**src/rtl/mips_alu_issue_ctrl.sv**
```systemverilog
`default_nettype none
// ============================================================================
// Module   : mips_alu_issue_ctrl
// Purpose  : Initiator side of the MIPSALU interface. Accepts a decoded ALU
//            request (ALUOp + funct + operands) over a valid/ready handshake,
//            generates the 4-bit ALU control code, drives the combinational
//            ALU, waits EXEC_CYCLES clocks for it to settle, then captures
//            ALUOut/Zero and returns them over a valid/ready response channel.
// Ports    : clk, rst_n                 clock, async active-low reset
//            req_valid/req_ready        request handshake
//            req_aluop/req_funct        decoded ALUOp and R-type funct
//            req_a/req_b                operands
//            alu_ctl/alu_a/alu_b        drive to the ALU (held between ops)
//            alu_out/alu_zero           ALU results
//            rsp_valid/rsp_ready        response handshake
//            rsp_result/rsp_zero        captured result (0 / 1 when illegal)
//            rsp_illegal                request used an unsupported code
//            op_count                   responses accepted since reset (wraps)
// Revision : 1.0 - initial release
// ============================================================================
module mips_alu_issue_ctrl #(
    parameter int LEN         = 32,
    parameter int EXEC_CYCLES = 1,
    parameter int CNT_W       = 16
) (
    input  logic             clk,
    input  logic             rst_n,
    input  logic             req_valid,
    output logic             req_ready,
    input  logic [1:0]       req_aluop,
    input  logic [5:0]       req_funct,
    input  logic [LEN-1:0]   req_a,
    input  logic [LEN-1:0]   req_b,
    output logic [3:0]       alu_ctl,
    output logic [LEN-1:0]   alu_a,
    output logic [LEN-1:0]   alu_b,
    input  logic [LEN-1:0]   alu_out,
    input  logic             alu_zero,
    output logic             rsp_valid,
    input  logic             rsp_ready,
    output logic [LEN-1:0]   rsp_result,
    output logic             rsp_zero,
    output logic             rsp_illegal,
    output logic [CNT_W-1:0] op_count
);

    // Settle counter is loaded with EXEC_CYCLES-1 and counts down to 0.
    localparam logic [3:0] c_SETTLE_LOAD = 4'(EXEC_CYCLES - 1);

    typedef enum logic [1:0] {
        S_IDLE = 2'd0,
        S_EXEC = 2'd1,
        S_RESP = 2'd2
    } state_t;

    state_t            r_state;
    logic [3:0]        r_cnt;
    logic              r_illegal;
    logic              r_req_ready;
    logic [3:0]        r_alu_ctl;
    logic [LEN-1:0]    r_alu_a;
    logic [LEN-1:0]    r_alu_b;
    logic              r_rsp_valid;
    logic [LEN-1:0]    r_rsp_result;
    logic              r_rsp_zero;
    logic              r_rsp_illegal;
    logic [CNT_W-1:0]  r_op_count;

    logic [3:0]        w_ctl;
    logic              w_illegal;

    // ------------------------------------------------------------------------
    // ALU control decode from the live request; only registered at accept.
    // ------------------------------------------------------------------------
    always_comb begin
        w_ctl     = 4'd0;
        w_illegal = 1'b0;
        case (req_aluop)
            2'b00: w_ctl = 4'd2;
            2'b01: w_ctl = 4'd6;
            2'b10: begin
                case (req_funct)
                    6'b100000: w_ctl = 4'd2;   // add
                    6'b100010: w_ctl = 4'd6;   // sub
                    6'b100100: w_ctl = 4'd0;   // and
                    6'b100101: w_ctl = 4'd1;   // or
                    6'b101010: w_ctl = 4'd7;   // slt
                    6'b100111: w_ctl = 4'd12;  // nor
                    default:   w_illegal = 1'b1;
                endcase
            end
            default: w_illegal = 1'b1;
        endcase
    end

    // ------------------------------------------------------------------------
    // Control FSM. The response becomes valid one clock after capture, so the
    // first RESP cycle only raises rsp_valid; handshakes are taken afterwards.
    // ------------------------------------------------------------------------
    always_ff @(posedge clk or negedge rst_n) begin
        if (!rst_n) begin
            r_state       <= S_IDLE;
            r_cnt         <= 4'd0;
            r_illegal     <= 1'b0;
            r_req_ready   <= 1'b0;
            r_alu_ctl     <= 4'd0;
            r_alu_a       <= '0;
            r_alu_b       <= '0;
            r_rsp_valid   <= 1'b0;
            r_rsp_result  <= '0;
            r_rsp_zero    <= 1'b0;
            r_rsp_illegal <= 1'b0;
            r_op_count    <= '0;
        end else begin
            case (r_state)
                S_IDLE: begin
                    r_req_ready <= 1'b1;
                    if (req_valid && r_req_ready) begin
                        r_alu_ctl   <= w_ctl;
                        r_alu_a     <= req_a;
                        r_alu_b     <= req_b;
                        r_illegal   <= w_illegal;
                        r_cnt       <= c_SETTLE_LOAD;
                        r_req_ready <= 1'b0;
                        r_state     <= S_EXEC;
                    end
                end
                S_EXEC: begin
                    if (r_cnt == 4'd0) begin
                        // Illegal ops never expose whatever the ALU produced.
                        r_rsp_result  <= r_illegal ? '0 : alu_out;
                        r_rsp_zero    <= r_illegal ? 1'b1 : alu_zero;
                        r_rsp_illegal <= r_illegal;
                        r_state       <= S_RESP;
                    end else begin
                        r_cnt <= r_cnt - 4'd1;
                    end
                end
                S_RESP: begin
                    if (!r_rsp_valid) begin
                        r_rsp_valid <= 1'b1;
                    end else if (rsp_ready) begin
                        r_rsp_valid <= 1'b0;
                        r_op_count  <= r_op_count + 1'b1;
                        r_req_ready <= 1'b1;
                        r_state     <= S_IDLE;
                    end
                end
                default: begin
                    r_state     <= S_IDLE;
                    r_rsp_valid <= 1'b0;
                end
            endcase
        end
    end

    assign req_ready   = r_req_ready;
    assign alu_ctl     = r_alu_ctl;
    assign alu_a       = r_alu_a;
    assign alu_b       = r_alu_b;
    assign rsp_valid   = r_rsp_valid;
    assign rsp_result  = r_rsp_result;
    assign rsp_zero    = r_rsp_zero;
    assign rsp_illegal = r_rsp_illegal;
    assign op_count    = r_op_count;

endmodule
`default_nettype wire
```
**config.mk**
```make
export PLATFORM = sky130hd
export DESIGN_NAME = mips_alu_issue_ctrl
export DESIGN_NICKNAME = d
export VERILOG_FILES = /design/src/rtl/mips_alu_issue_ctrl.sv
export SDC_FILE = /design/constraint.sdc
export NUM_CORES = 1
export LEC_CHECK = 0
export BUFFER_PORTS_ARGS = -buffer_cell sky130_fd_sc_hd__buf_2
export CORE_MARGIN = 5
export CORE_UTILIZATION = 44
export CTS_BUF_LIST = sky130_fd_sc_hd__clkbuf_4 sky130_fd_sc_hd__clkbuf_8
export CTS_CLUSTER_DIAMETER = 50
export DETAILED_ROUTE_END_ITERATION = 10
export PLACE_DENSITY = 0.78
export SYNTH_ARGS = -nofsm -noshare
export SYNTH_HDL_FRONTEND = slang
export SYNTH_SLANG_ARGS = --single-unit
```
**constraint.sdc**
```tcl
create_clock -name clk -period 1.47 [get_ports clk]
set_input_delay 0 -clock clk [delete_from_list [all_inputs] [get_ports clk]]
set_output_delay 0 -clock clk [all_outputs]
set_load 0.03 [all_outputs]
```
==> results.txt <==
TritonCTS built the clock tree. The clock reaches the later pin of the worst-skew pair after 0.42 ns. The starting DRC count in detailed routing is 432. At the end of the flow the core is filled with cells to 71.5%. The worst hold-check slack is 0.0301 ns. In the routed layout, each cell is associated on average with a via count of 4.90. Once placement finished, the instance area stood at between 6000 and 7000 sq um.

The critical path class is reg -> reg. Detailed routing inserted a total of 5161 vias. The wire length reported by the detailed router came out at approximately 16000 microns.

The average cell area after synthesis is approximately 9.5 sq um. In this design, the stage delay of the slowest critical-path cell is between 0.4 and 0.5 ns. The most common cell in the synthesized netlist is nand2_1. The startpoint class of the critical path is a register.

The total overflow left after global routing is 0. The run finished with clean final reports. Routability-driven placement finished with a final weighted congestion of between 0.7 and 0.8. Measured along the x axis, the die boundary spans ~120 microns.

Setup repair after global routing could not meet its margin everywhere. The slew at the pin with the worst max-slew slack came out at between 0.8 and 0.9 ns. The proportion of netlist area held by the largest area contributor came out at just over 60%. The count of warnings emitted by yosys came out at 0.

After floorplanning, the core was divided into 39 placement rows. In this run the count of I/O pins placed on the die edge is between 200 and 250. The max-slew headroom at the worst pin came out at a little over two fifths.

The reported max-cap violation count is 0. The DRC violation count after routing came out at 0. The cell area power density came out at 2050 nW/um^2. The final net count is a little over 1000. In this run the worst setup path terminates at r_cnt[2]. The cell sitting at the root of the clock tree is a clkbuf_8. Sequential cells were found to cover between 60% and 70% of the synthesized design area. STA classifies the critical path endpoint as a register. The number of different library cells used by synthesis comes to 34. In the final routed layout, each cell accounts on average for about 15 microns. Counting instances in the post-synthesis netlist gives the leading cell types as 240 x nand2_1, 127 x dfrtp_1, 40 x o21ai_0. For this run, asynchronously set or reset flops after synthesis account for 100%.

The power after layout came out at 16.9 mW. The maximum ir drop on the vdd rail came out at 1.47 mV. The placeable core region came out at roughly 12000 sq um.

The starting density of the core came out at between 40 and 50%. The overall fraction of global-route tracks in use came out at 22.6%. The count of nets left with antenna violations once routing finished came out at 0. The CTS H-tree depth is 4. The maximum clock insertion buffer count is 2. The half-perimeter wire length after detailed placement came out at between 9000 and 10000 microns. The setup slack of the worst register-to-register path came out at just over 0.04 ns. The synthesized netlist net count is 657.

The final non-filler cell total is 1053. The cell count after placement is ~900. The overall die area came out at 14100 sq um. The most used flip-flop cell after synthesis is dfrtp_1. The most critical setup path has its startpoint at r_cnt[1].

Traced cell by cell, the critical path runs through inv_2 > ha_4 > or3b_4 > nand3_2 > xor2_1 > nor2_1. The cell count after synthesis came out at around 550. The highest achievable clock rate came out at about 700 MHz. Sorting the synthesized cells by area gives the leading types as dfrtp_1 61%, nand2_1 17%, nand2b_1 4.1%, o21ai_0 3.9%, xnor2_1 1.9%. The wire length of the first global-routing pass is around 26000 microns. The setup skew after layout is approximately 0.0070 ns. The leakage power figure came out at approximately 4.4 nW. The terminus of the critical flop-to-flop path is r_cnt[2].

The biggest fanout along the worst timing path came out at 3. The worst register-to-register path begins at r_cnt[1]. The setup violation total in the final timing report came out at 0. The post-route netlist has between 30% and 40% of its cells at a drive strength greater than 1. The count of cells along the worst register-to-register path came out at 6. The maximum number of pins on one net before global-route repair is 67.

The initial antenna violation count came out at 1. The largest individual stage delay along the critical path comes from the cell or3b_4. Data on the critical path arrives at its endpoint at around 1.7 ns. The number of global-route vias before repair came out at about 5400.

Buffers placed on the I/O ports in this run total ~230. The minimum clock period came out at between 1 and 1.5 ns. The area added between synthesis and finish came out at 58.4%.

In this run the worst hold path is classified as in -> reg. The number of synthesized flops with an enable pin came out at 0. The portion of the clock cycle consumed by the worst path in the final layout is between 90 and 100%.

The number of synthesized register bits is between 100 and 150. In this run the cell area of the synthesized design comes to 5200 sq um. The final count of hold timing violations is 0. The final max-slew violation count came to 0.

The first TritonRoute pass finished after 5 iterations. After clock tree synthesis, the clock-pin slew on the worst setup and hold paths is 0.07 ns. Summed over all instances, the cell type with the most area after synthesis is dfrtp_1. The finished layout cell area is roughly 8200 sq um. The die is 119 microns tall.

The total clock sinks came out at roughly 130. The CTS buffer count came out at 17. The required time at the worst-slack endpoint is roughly 1.8 ns.
[worst min path at each step]
stage               slack (ns)         start          end  depth (start not counted)
floorplan                -0.30         rst_n     alu_a[0]                          0
global placement         -0.08         rst_n  op_count[8]                          1
detailed placement       -0.08         rst_n  op_count[8]                          1
CTS                       0.01  req_funct[5]   alu_ctl[0]                          4
global route              0.01  req_funct[5]   alu_ctl[0]                          4
finish                    0.03  req_funct[5]   alu_ctl[0]                          4
[per-stage QoR]
| stage | worst slack [ns] | TNS, ns |
|---|---|---|
| 6_report | 0.0412 | 0 |
| 3_5_place_dp | -0.000194 | -0.000194 |
| 5_1_grt | -0.0281 | -0.0369 |
| 3_3_place_gp | 0.0622 | 0 |
| 4_1_cts | 0.00241 | 0 |
| 2_1_floorplan | 0.000316 | 0 |
[cell usage in the layout, fill, tap and decap left out, types with 2 or more instances in the layout]
master | netlist | layout
dfrtp_2 | 0 | 5
nor2_1 | 13 | 12
bufinv_16 | 0 | 4
xnor2_1 | 11 | 11
nand3_1 | 10 | 7
o21ai_1 | 0 | 5
nand2b_1 | 34 | 34
mux2_2 | 2 | 2
o21ai_0 | 40 | 35
dfrtp_1 | 127 | 122
inv_1 | 5 | 3
buf_4 | 1 | 15
buf_2 | 11 | 227
nand2_1 | 240 | 239
nand3_2 | 4 | 5
a31oi_1 | 3 | 3
xor2_1 | 5 | 5
and3_1 | 4 | 3
clkinv_2 | 0 | 6
dlygate4sd3_1 | 0 | 109
clkinvlp_4 | 0 | 2
inv_2 | 0 | 2
nand3_4 | 0 | 2
buf_12 | 0 | 6
nand3b_1 | 2 | 2
nand4_1 | 3 | 3
clkbuf_8 | 0 | 19
[final cells by class]
class | count | area, sq um
Timing Repair Buffer | 358 | 2480
Tap cell | 143 | 179
Fill cell | 767 | 3280
Clock inverter | 12 | 165
Multi-Input combinational cell | 387 | 1930
Inverter | 5 | 18.8
Clock buffer | 20 | 269
Sequential cell | 127 | 3180
Antenna cell | 1 | 2.50
[report_power, final]
part	leakage, nW	switching, mW	internal, mW	total [mW]
clock	0.222	1.32	1.94	3.26
combinational	2.63	5.22	2.54	7.76
sequential	1.60	0.939	4.91	5.85
total	4.45	7.48	9.39	16.9
[layer usage]
layer / global-route usage [%] / wire, microns / vias to the layer above
li1: - / - / 2429
met4: 9.85 / 435 / 0
met1: 25.1 / 6040 / 2431
met5: 0 / 0 / -
met3: 7.59 / 1270 / 42
met2: 39.7 / 8370 / 259
[logic make-up after synthesis]
kind of cell    synth area share, %
xor+xnor                       3.01
mux                           0.433
buf+inv                        2.94
fa+ha+maj                     0.481
compound gates                 4.67
simple gates                   27.3
flops                          61.1
[critical path: cells and delay by family (launching register included)]
family / cells / cell delay, ns
flops: 1 / 0.39
simple gates: 3 / 0.55
xor+xnor: 1 / 0.16
fa+ha+maj: 1 / 0.15
buf+inv: 1 / 0.07
[registers in the layout (all words and copies together), names as in the netlist]
| name | count |
|---|---|
| alu_ctl | 4 |
| alu_b | 32 |
| alu_a | 32 |
| rsp_zero | 1 |
| rsp_illegal | 1 |
| rsp_result | 32 |
| req_ready | 1 |
| r_cnt | 4 |
| rsp_valid | 1 |
| op_count | 16 |
| r_illegal | 1 |
| r_state | 2 |
[timing repair]
item	4_1_cts	5_1_grt
pin swaps	0	3
gates cloned	0	1
setup buffers	1	6
endpoints found under the hold margin	232	0
hold buffers	109	0
setup endpoints to repair	3	101
resized for setup	1	18
(Power assumes the default switching activity.)
